<file path="config.mk">
export PLATFORM = sky130hd
export DESIGN_NAME = spi_pwm_multichannel_flat
export DESIGN_NICKNAME = d
export VERILOG_FILES = /design/src/rtl/spi_pwm_multichannel_if.sv /design/src/rtl/spi_pwm_multichannel.sv /design/src/flat_wrapper.sv
export SDC_FILE = /design/constraint.sdc
export NUM_CORES = 1
export LEC_CHECK = 0
export CELL_PAD_IN_SITES_DETAIL_PLACEMENT = 0
export CELL_PAD_IN_SITES_GLOBAL_PLACEMENT = 2
export CORE_ASPECT_RATIO = 0.6
export CORE_MARGIN = 10
export CORE_UTILIZATION = 45
export CTS_CLUSTER_DIAMETER = 30
export CTS_CLUSTER_SIZE = 14
export DETAILED_ROUTE_END_ITERATION = 8
export GPL_ROUTABILITY_DRIVEN = 0
export PLACE_DENSITY_LB_ADDON = 0.1
export SLEW_MARGIN = 20
export SYNTH_ARGS = -nofsm -noshare
export SYNTH_HDL_FRONTEND = slang
export SYNTH_SLANG_ARGS = --single-unit
</file>
<file path="constraint.sdc">
create_clock -name clk -period 2.9 [get_ports clk]
set_input_delay 0.29 -clock clk [delete_from_list [all_inputs] [get_ports clk]]
set_output_delay 0.29 -clock clk [all_outputs]
set_load 0.02 [all_outputs]
</file>
<file path="src/rtl/spi_pwm_multichannel_if.sv">
// SPI mode-0 pin bundle for spi_pwm_multichannel.
// The master side drives the clock, select and data in; the slave side returns CIPO.
`timescale 1ns/1ps
interface spi_pwm_multichannel_if;
  logic SCLK;
  logic nCS;
  logic COPI;
  logic CIPO;

  modport master (output SCLK, output nCS, output COPI, input CIPO);
  modport slave  (input SCLK, input nCS, input COPI, output CIPO);
endinterface

</file>
<file path="src/rtl/spi_pwm_multichannel.sv">
// NUM_CH-channel PWM controller configured over a synchronised SPI mode-0 slave.
// Optional register readback on CIPO is built when SPI_READBACK_EN is defined.
`timescale 1ns/1ps
module spi_pwm_multichannel #(
  parameter int NUM_CH  = 16,
  parameter int CLK_DIV = 13
) (
  input  logic                  clk,
  input  logic                  rst_n,
  spi_pwm_multichannel_if.slave spi,
  output logic [NUM_CH-1:0]     pwm_out
);

  localparam int PW = (CLK_DIV > 1) ? $clog2(CLK_DIV) : 1;

  logic sclk_s1, sclk_s2, sclk_d;
  logic ncs_s1, ncs_s2, ncs_d;
  logic copi_s1, copi_s2;

  always_ff @(posedge clk or negedge rst_n) begin
    if (!rst_n) begin
      sclk_s1 <= 1'b0;
      sclk_s2 <= 1'b0;
      sclk_d  <= 1'b0;
      ncs_s1  <= 1'b0;
      ncs_s2  <= 1'b0;
      ncs_d   <= 1'b0;
      copi_s1 <= 1'b0;
      copi_s2 <= 1'b0;
    end else begin
      sclk_s1 <= spi.SCLK;
      sclk_s2 <= sclk_s1;
      sclk_d  <= sclk_s2;
      ncs_s1  <= spi.nCS;
      ncs_s2  <= ncs_s1;
      ncs_d   <= ncs_s2;
      copi_s1 <= spi.COPI;
      copi_s2 <= copi_s1;
    end
  end

  logic sclk_rise, ncs_rise, ncs_fall;
  assign sclk_rise = sclk_s2 & ~sclk_d;
  assign ncs_rise  = ncs_s2 & ~ncs_d;
  assign ncs_fall  = ~ncs_s2 & ncs_d;

  // armed is set only by a real nCS falling edge, so bits clocked in after a
  // reset that landed mid-frame are never counted toward a frame.
  logic        armed;
  logic [4:0]  bit_cnt;
  logic [15:0] shift;

  always_ff @(posedge clk or negedge rst_n) begin
    if (!rst_n) begin
      armed   <= 1'b0;
      bit_cnt <= 5'd0;
      shift   <= 16'd0;
    end else if (ncs_fall) begin
      armed   <= 1'b1;
      bit_cnt <= 5'd0;
    end else if (ncs_rise) begin
      armed   <= 1'b0;
    end else if (armed && !ncs_s2 && sclk_rise) begin
      shift <= {shift[14:0], copi_s2};
      if (bit_cnt != 5'd17) bit_cnt <= bit_cnt + 5'd1;
    end
  end

  logic       commit;
  logic [6:0] wr_addr;
  logic [7:0] wr_data;
  assign commit  = ncs_rise & armed & (bit_cnt == 5'd16) & shift[15];
  assign wr_addr = shift[14:8];
  assign wr_data = shift[7:0];

  logic [NUM_CH-1:0] out_en;
  logic [NUM_CH-1:0] pwm_en;
  logic [7:0]        duty     [NUM_CH];
  logic [7:0]        duty_act [NUM_CH];

  // Channel i lives in byte i/8, bit i%8; unmatched addresses simply hit no channel.
  always_ff @(posedge clk or negedge rst_n) begin
    if (!rst_n) begin
      out_en <= '0;
      pwm_en <= '0;
      for (int i = 0; i < NUM_CH; i++) duty[i] <= 8'd0;
    end else if (commit) begin
      for (int i = 0; i < NUM_CH; i++) begin
        if (wr_addr == 7'(i / 8))      out_en[i] <= wr_data[i % 8];
        if (wr_addr == 7'(8 + i / 8))  pwm_en[i] <= wr_data[i % 8];
        if (wr_addr == 7'(16 + i))     duty[i]   <= wr_data;
      end
    end
  end

  logic [PW-1:0] presc;
  logic [7:0]    cnt;
  logic          tick;
  assign tick = (presc == PW'(CLK_DIV - 1));

  always_ff @(posedge clk or negedge rst_n) begin
    if (!rst_n) begin
      presc <= '0;
      cnt   <= 8'd0;
    end else begin
      presc <= tick ? '0 : presc + PW'(1);
      if (tick) cnt <= cnt + 8'd1;
    end
  end

  // Shadows reload only as cnt wraps, so a period is never torn by a write.
  always_ff @(posedge clk or negedge rst_n) begin
    if (!rst_n) begin
      for (int i = 0; i < NUM_CH; i++) duty_act[i] <= 8'd0;
    end else if (tick && cnt == 8'hFF) begin
      for (int i = 0; i < NUM_CH; i++) duty_act[i] <= duty[i];
    end
  end

  logic [NUM_CH-1:0] pwm_bit;
  always_comb begin
    pwm_bit = '0;
    for (int i = 0; i < NUM_CH; i++)
      pwm_bit[i] = (duty_act[i] == 8'hFF) | (cnt < duty_act[i]);
  end

  always_ff @(posedge clk or negedge rst_n) begin
    if (!rst_n) pwm_out <= '0;
    else        pwm_out <= out_en & (~pwm_en | pwm_bit);
  end

`ifdef SPI_READBACK_EN
  logic       sclk_fall;
  logic [6:0] rd_addr;
  logic [7:0] rd_data;
  logic [7:0] rd_sh;
  logic       cipo_q;

  assign sclk_fall = ~sclk_s2 & sclk_d;
  // Address as it stands once the eighth bit is being shifted in.
  assign rd_addr   = {shift[5:0], copi_s2};

  always_comb begin
    rd_data = 8'h00;
    for (int i = 0; i < NUM_CH; i++) begin
      if (rd_addr == 7'(i / 8))     rd_data[i % 8] = out_en[i];
      if (rd_addr == 7'(8 + i / 8)) rd_data[i % 8] = pwm_en[i];
      if (rd_addr == 7'(16 + i))    rd_data        = duty[i];
    end
  end

  always_ff @(posedge clk or negedge rst_n) begin
    if (!rst_n) begin
      rd_sh  <= 8'd0;
      cipo_q <= 1'b0;
    end else if (ncs_s2) begin
      cipo_q <= 1'b0;
    end else if (armed && sclk_rise && bit_cnt == 5'd7) begin
      rd_sh <= shift[6] ? 8'h00 : rd_data;
    end else if (armed && sclk_fall && bit_cnt >= 5'd8 && bit_cnt <= 5'd15) begin
      cipo_q <= rd_sh[7];
      rd_sh  <= {rd_sh[6:0], 1'b0};
    end
  end

  assign spi.CIPO = cipo_q;
`else
  assign spi.CIPO = 1'b0;
`endif

endmodule

</file>
<file path="src/flat_wrapper.sv">
// flat-port wrapper written by rule: the top's interface ports become plain ports
module spi_pwm_multichannel_flat 
#(
  parameter int NUM_CH  = 16,
  parameter int CLK_DIV = 13
)
  (clk, rst_n, pwm_out, spi_SCLK, spi_nCS, spi_COPI, spi_CIPO);
  spi_pwm_multichannel_if spi_i ();
  input  logic clk;
  input  logic rst_n;
  output logic [NUM_CH-1:0] pwm_out;
  input wire logic [$bits(spi_i.SCLK)-1:0] spi_SCLK;
  input wire logic [$bits(spi_i.nCS)-1:0] spi_nCS;
  input wire logic [$bits(spi_i.COPI)-1:0] spi_COPI;
  output wire logic [$bits(spi_i.CIPO)-1:0] spi_CIPO;
  assign spi_i.SCLK = spi_SCLK;
  assign spi_i.nCS = spi_nCS;
  assign spi_i.COPI = spi_COPI;
  assign spi_CIPO = spi_i.CIPO;
  spi_pwm_multichannel #(.NUM_CH(NUM_CH), .CLK_DIV(CLK_DIV)) u_core (.clk(clk), .rst_n(rst_n), .spi(spi_i), .pwm_out(pwm_out));
endmodule
</file>
* Word-level counts from Yosys, hierarchy flattened
Cells that the tools add are included.
Word-level totals: register bits after elaboration 346, input port bits 5, output and inout bits 17
Cells by class: $add $sub $neg 3, $lt $le $gt $ge 16, equality and inequality tests 40, multiplexer cells 7, bitwise gates (word level) 30, reduce and logical (&&, ||, !) cells 30
Operator list (number):
- 8-bit equality test, second input constant | 17
- 8-bit less-than comparator | 16
- 7-bit by 5-bit equality test with 1-bit output, second input constant | 16
- 2-bit AND reduction | 20
- 5-bit two-way mux | 4
- 16-bit AND | 1
- 16-bit inverter | 1
- 1-bit OR | 16
- 16-bit OR | 1
- 7-bit by 4-bit equality test with 1-bit output, second input constant | 2
- 8-bit by 1-bit adder with 8-bit output, second input constant | 1
- 7-bit by 1-bit equality test with 1-bit output, second input constant | 1
- 7-bit logical NOT | 1
- 1-bit AND | 6
- 3-bit AND reduction | 2
- 2-bit nonzero test | 3
- 5-bit by 1-bit adder with 5-bit output, second input constant | 1
- 5-bit equality test, second input constant | 1
- 5-bit inequality test, second input constant | 1
- 1-bit inverter | 5
- 4-bit by 1-bit adder with 4-bit output, second input constant | 1
- 4-bit equality test, second input constant | 1
- 4-bit two-way mux | 1
- 1-bit logical AND | 3
- other kinds (3) | 4

* Longest topological paths before layout
Gate-level depths: netlist of run 1.
word-level depth 6, gate-level depth with buffers 9, gate-level depth less buffers 6

* Worst setup path after synthesis of run 1
Ideal clock, no wire load.
kind register to register, start register u_core.presc[0], end register u_core.duty_act[100] (netlist bit), setup time 0.125 ns, data arrival time 2.014 ns, required time 2.775 ns, path slack 0.762 ns, stages on the path, launching flop included 10, cell sequence dfrtp_1 -> inv_1 -> ha_1 -> and3_1 -> buf_2 -> nand3_1 -> nor3_1 -> clkbuf_1 -> buf_2 -> mux2_2
Between the ends: cells in the longest elaborated chain, start to end 2
RTL lines:
- start, declared | RTL line spi_pwm_multichannel.sv:96 | logic [PW-1:0] presc;
- start signal, assigned | RTL line spi_pwm_multichannel.sv:106 | presc <= tick ? '0 : presc + PW'(1);
- 4-bit equality test | RTL line spi_pwm_multichannel.sv:99 | assign tick = (presc == PW'(CLK_DIV - 1));
- 1-bit logical AND | RTL line spi_pwm_multichannel.sv:115 | end else if (tick && cnt == 8'hFF) begin
- end, declared | RTL line spi_pwm_multichannel.sv:79 | logic [7:0] duty_act [NUM_CH];
Every way passes these cells. A chain may end at the register's enable or synchronous reset.

* Final worst setup path of run 1
start register u_core.ncs_d, end register u_core.duty[80] (netlist bit)
Between the ends: cells in the longest elaborated chain, start to end 6
RTL lines:
- start, declared | RTL line spi_pwm_multichannel.sv:17 | logic ncs_s1, ncs_s2, ncs_d;
- start signal, assigned | RTL line spi_pwm_multichannel.sv:36 | ncs_d <= ncs_s2;
- 1-bit inverter | RTL line spi_pwm_multichannel.sv:44 | assign ncs_rise = ncs_s2 & ~ncs_d;
- 1-bit AND | RTL line spi_pwm_multichannel.sv:44
- 1-bit AND (3 in series) | RTL line spi_pwm_multichannel.sv:72 | assign commit = ncs_rise & armed & (bit_cnt == 5'd16) & shift[15];
- 2-bit AND reduction (no line)
- end signal, assigned by index | RTL line spi_pwm_multichannel.sv:91 | if (wr_addr == 7'(16 + i)) duty[i] <= wr_data;
- end, declared | RTL line spi_pwm_multichannel.sv:78 | logic [7:0] duty [NUM_CH];
Every way passes these cells.

==> metrics, run 1 <==
status finished, final reports clean; post-synthesis compound-gate area fraction between 5 and 6%; gr usage total 17.32%; fin crit period 2462 ps; Critical Path Fanout Max 9; via/cell ratio 5.265; core area 35,350 um2; Slew @ Worst Pin 1116 ps; cell count after synthesis 1,255; area delta synth->final 17.69%; Synth Cell Area roughly 16,000 um2; Clock Skews 21.60 ps; row cnt 53; GR Overflow Total 0; share of Yosys cell area claimed by the top area cell type 53.20%; first-pass GRT wire length ~61,000 um; initial antenna violation count 0; Die ar. 44,420 um2; Hold Path Class in2reg; reg2reg setup slack 440 ps; Max-slew headroom 25.57%; total CTS buffers 56; Post-synth top flop dfrtp_1; mux cell area share after synthesis between 20% and 30%; synthesized flop and latch total 346; DIE HEIGHT 167.3 um; worst skew pair latency 580 ps; CTS Buffer Depth 3; post-DR wirelength/cell slightly above 20 um; Root Buffer clkbuf_16; Peak VDD IR 0.4156 mV; Total Neg Setup Slack 0 ps; drt total wl between 30,000 and 40,000 um; Async SR Flop Fraction between 90% and 100%; ratio of cells with drive above 1 in the final layout 33.50%; DRT iter0 DRCs ~440; Yosys cell types 44; Fmax achieved slightly above 400 MHz; Yosys top cell by area dfrtp_1; Ports 22; Leak 9.320 nW; fill count 2,952; router iterations before antenna repair 5; CP startpoint kind flip-flop; Port Buffers 20; postcts setup bufs 0; sequential element share of the synthesized area 53.20%; die width 265.5 um; drt drc 0; top post-synthesis cells by area dfrtp_1 53%, mux2_2 21%, ha_1 9.2%, inv_1 2.8%, o21ai_0 1.7%; XOR/XNOR share of the synthesized area 0.4305%; Setup crit end kind flip-flop; post-synthesis adder-cell area fraction 9.226%; initial core utilization 46.04%; Setup Viol. Count Final 0; power per cell area 610.0 nW/um2; CP arrival 2910 ps; Fin. Hold Viols 0; # H-tree levels 2; Hold Buf Count CTS 1; vias in the first global route 10,140; required time of the critical path 3340 ps; crit share post-route 84.88%; clock slew at reported path FFs 60 ps; largest net degree at the start of global routing 86; post-CTS sizing 0; routed vias just under 10,000; number of max-cap violations 0; detailed placer's ending HPWL 23,620 um; post-synthesis simple-gate area fraction around 6.3%; CTS tree yes; antenna-violating nets left 0; Slew Viols, Final 0; clock sinks 346; Power Total 11.68 mW; RSZ-0062 raised after global routing false; Post-synth EDFFs 0; Crit Path Category reg2reg; nets 1,453; syn avg cell area 12.97 um2; yosys warns 0; Syn Nets 1,380; largest family of logic cells by synthesized area multiplexers
## per-stage QoR
step | std cells | setup slack (ps) | cell area (um2) | hold WS (ps) | util, %
3_5_place_dp | 1736 | 473.1 | 17250 | 280.8 | 48.81
2_1_floorplan | 1255 | 761.7 | 16270 | -5.591 | -
5_1_grt | 1843 | 289.9 | 19150 | 160.6 | 54.18
4_1_cts | 1843 | 463.4 | 19150 | 139.3 | 54.18
6_report | 1844 | 438.4 | 19150 | 165.2 | 54.19
3_3_place_gp | 1736 | 511.7 | 17250 | 285.5 | 48.81
## final cells by class
| class | instances | area, um2 | share of cell area [%] |
|---|---|---|---|
| Multi-Input combinational cell | 743 | 6965 | 36.37 |
| Sequential cell | 346 | 8658 | 45.21 |
| Timing Repair Buffer | 58 | 593.1 | 3.096 |
| Clock inverter | 40 | 397.9 | 2.077 |
| Inverter | 123 | 461.7 | 2.411 |
| Tap cell | 467 | 584.3 | 3.051 |
| Clock buffer | 66 | 1490 | 7.780 |
| Antenna cell | 1 | 2.502 | 0.01307 |
## metal layers
layer | global-route usage, % | wire length, um | vias to the layer above | share of wire [%]
met5 | 0 | 0 | - | 0
met4 | 4.008 | 566 | 0 | 1.5
met3 | 3.101 | 1211 | 54 | 3.2
met2 | 24.64 | 15320 | 114 | 41
met1 | 26.56 | 20310 | 4900 | 54
li1 | - | - | 4641 | -
## report_power, final
| part | switching (mW) | leakage [nW] | internal [mW] | total [mW] |
|---|---|---|---|---|
| registers | 0.0336 | 4.79 | 4.85 | 4.88 |
| logic | 0.171 | 3.61 | 0.0433 | 0.214 |
| clock network | 2.55 | 0.913 | 4.04 | 6.59 |
| total | 2.75 | 9.32 | 8.93 | 11.7 |
## synthesized netlist by cell type (all sizes together) (17+ instances only)
cell type    n
inv        123
buf         22
nand4       39
nand2       20
a21oi       50
ha         120
nor2        26
mux2       306
o21ai       55
nand3       17
clkbuf      21
dfrtp      346
## cell families (layout without fill, tap and decap cells)
group / after synthesis / count (layout)
AOI/OAI and AO/OA: 154 / 154
and+or+nand+nor: 152 / 152
muxes: 308 / 308
DFF: 346 / 346
adders and majority gates: 120 / 120
other: 1 / 2
xor gates and xnor gates: 8 / 8
buffers and inverters: 166 / 287
## worst paths after layout
path / startpoint / endpoint / depth (start not counted)
min in group asynchronous: rst_n / u_core.duty_act[91]$_DFFE_PN0P_ / 2
max: u_core.ncs_d$_DFF_PN0_ / u_core.duty[80]$_DFFE_PN0P_ / 5
min: spi_SCLK / u_core.sclk_s1$_DFF_PN0_ / 1
min reg2reg: u_core.copi_s1$_DFF_PN0_ / u_core.copi_s2$_DFF_PN0_ / 0
max in group asynchronous: rst_n / u_core.duty_act[9]$_DFFE_PN0P_ / 3
max reg2reg: u_core.ncs_d$_DFF_PN0_ / u_core.duty[80]$_DFFE_PN0P_ / 5
## worst max-delay path, cell delays in order (launching register included)
cell	delay, ps
dfrtp_1	380
inv_1	60
ha_1	320
nand4_2	320
or4_1	870
mux2_2	370
## placed cells by master (no fill, tap or decap), types with 16 or more instances in the layout
cell type	synthesis	routed
nand2_1	18	18
clkdlybuf4s50_1	0	19
mux2_2	305	305
nor2_1	26	26
nand2b_1	16	16
nand3_1	17	17
a21oi_1	50	50
nand4_1	38	38
clkbuf_16	0	57
buf_4	2	29
inv_1	123	123
o21ai_0	55	55
ha_1	120	120
dfrtp_1	346	346
## sequential cells by signal (all words and copies together), names as in the netlist, 4 cells and up
register         flops
u_core.bit_cnt       5
u_core.cnt           8
u_core.duty        128
u_core.duty_act    128
u_core.out_en       16
u_core.presc         4
u_core.pwm_en       16
u_core.pwm_out      16
u_core.shift        16
Note: power is estimated with default switching activity, not from simulation.
==> inputs of run 2 (changes only) <==
Settings changed: CORE_UTILIZATION 45 to 41.
Clock period 2.9 ns to 2 ns, I/O delays scaled along.
==> metrics, run 2 (synthesized netlist as in run 1, its figures left out) <==
Flop pwr share 36.4% (-5.4 points); post-route insts no fill 2,008 (+8.9%); CTS Buffer Depth 3 (unchanged); largest registers u_core.duty x128, u_core.duty_act x128; Clk network pwr share 61.8% (+5.4 points); antenna-violating nets left 0 (unchanged); Slew Viols, Final 0 (unchanged); Power Total 19.54 mW (+67%); worst skew pair latency 580 ps (about the same); Root Buffer clkbuf_16; core area 39,100 um2 (+11%); routed vias 10,310 (+6.2%); router iterations before antenna repair 4 (-1); clock sinks 346 (unchanged); row cnt 56 (+5.7%); drt drc 0 (unchanged); total CTS buffers 67 (+20%); drt total wl 43,610 um (+17%); gr usage total 17.50% (+0.18 points); CP arrival 2500 ps (-410 ps); most frequent cells in the layout 345 x dfrtp_1, 192 x mux2_2, 118 x inv_1; status finished with violations; Max-slew headroom 42.64% (+17 points); fin area 21,520 um2 (+12%); Fmax achieved 486.8 MHz (+20%); clock slew at reported path FFs 50 ps (about the same); worst setup slack after layout -54.19 ps (-492.6 ps); Setup crit end kind flip-flop; Peak VDD IR 0.6885 mV (+66%); antenna cell count 0 (-1); post-DR wirelength/cell 21.72 um (+7.1%); CTS tree yes; Crit Path Category reg2reg; Slew @ Worst Pin 860.4 ps (-256.0 ps); CP startpoint kind flip-flop; Hold Path Class in2reg; Ports 22 (unchanged); fin crit period 2054 ps (-407.4 ps); GR Overflow Total 0 (unchanged); number of max-cap violations 0 (unchanged); nets 1,558 (+7.2%); Total Neg Setup Slack -2387 ps (-2387 ps); commonest non-fill, non-tap cell in the layout dfrtp_1; vias in the first global route 10,680 (+5.3%); Net Sw Power 4.134 mW (+50%); # H-tree levels 3 (+1); RSZ-0062 raised after global routing true; Leak 10.29 nW (+10%); initial antenna violation count 0 (unchanged); fill count 3,245 (+9.9%); worst hold slack 69.72 ps (-95.49 ps); die width 277.2 um (+4.4%); sw frac 21.15% (-2.4 points); via/cell ratio 5.133 (-2.5%); largest net degree at the start of global routing 68 (-21%); Place WS -106.8 ps (-579.9 ps); first-pass GRT wire length 65,630 um (+8.1%); dpl cell area 18,040 um2 (+4.5%); Die ar. 48,320 um2 (+8.8%); power per cell area 908.1 nW/um2 (+49%); Port Buffers 20 (unchanged); DRT iter0 DRCs 575 (+30%); Inst Count DP 1,861 (+7.2%); initial core utilization 41.63% (-4.4 points); Critical Path Fanout Max 6 (-3); combinational share of power 1.8% (about the same); Setup Viol. Count Final 111 (+111); Clock Skews 13.86 ps (-7.733 ps); P_int 15.41 mW (+73%); final core occ 55.05% (+0.86 points); crit share post-route 102.7% (+18 points); Fin. Hold Viols 0 (unchanged); required time of the critical path 2440 ps (-900 ps); ratio of cells with drive above 1 in the final layout 39.70% (+6.2 points); detailed placer's ending HPWL 26,840 um (+14%); area delta synth->final 32.24%; failing checks negative setup slack; DIE HEIGHT 174.3 um (+4.2%)
-- run 2: worst paths after layout --
| kind | endpoint | slack [ps] | start | cells after the start |
|---|---|---|---|---|
| max in group asynchronous | u_core.shift[2]$_DFFE_PN0P_ | 1070 | rst_n | 3 |
| setup / recovery | u_core.duty_act[17]$_DFFE_PN0P_ | -50 | u_core.presc[1]$_DFF_PN0_ | 9 |
| setup reg to reg | u_core.duty_act[17]$_DFFE_PN0P_ | -50 | u_core.presc[1]$_DFF_PN0_ | 9 |
| hold / removal | u_core.ncs_s1$_DFF_PN0_ | 70 | spi_nCS | 1 |
| hold reg to reg | u_core.sclk_s2$_DFF_PN0_ | 350 | u_core.sclk_s1$_DFF_PN0_ | 0 |
| min in group asynchronous | u_core.duty_act[93]$_DFFE_PN0P_ | 200 | rst_n | 2 |
-- run 2: worst max-delay path, stage by stage, from the launching register on --
cell	delay [ps]
dfrtp_1	380
inv_2	80
ha_4	130
and3_4	200
nand3_4	90
nor3_4	230
buf_6	160
buf_12	160
clkbuf_16	160
mux2_2	330
-- run 2: routing by layer --
layer,global-route usage (%),up-vias,part of all wire [%]
li1,-,4845,-
met1,25.77,5299,54
met2,25.59,113,42
met3,3.335,50,2.7
met4,4.966,0,1.4
met5,0,-,0
-- run 2: layout make-up --
class | instances | area [um2] | share of cell area, %
Sequential cell | 346 | 8660 | 40.24
Multi-Input combinational cell | 744 | 7530 | 34.99
Clock buffer | 90 | 1991 | 9.249
Timing Repair Buffer | 151 | 1769 | 8.220
Tap cell | 522 | 653.1 | 3.035
Inverter | 123 | 461.7 | 2.145
Clock inverter | 32 | 457.9 | 2.128
-- run 2: timing repair --
item | 4_1_cts | 5_1_grt
setup endpoints to repair | 137 | 267
hold endpoints to repair | 54 | 0
setup buffers | 2 | 8
pin swaps | 5 | 10
gates cloned | 2 | 13
hold buffers | 1 | 0
resized for setup | 26 | 135
-- run 2: power by group through the flow --
stage,clock network [mW],logic (mW),registers [mW]
floorplan,0,0.0821,7.17
global placement,0,0.347,7.22
detailed placement,0,0.348,7.22
CTS,12.3,0.356,7.10
global route,12.7,0.391,7.10
finish,12.1,0.349,7.11
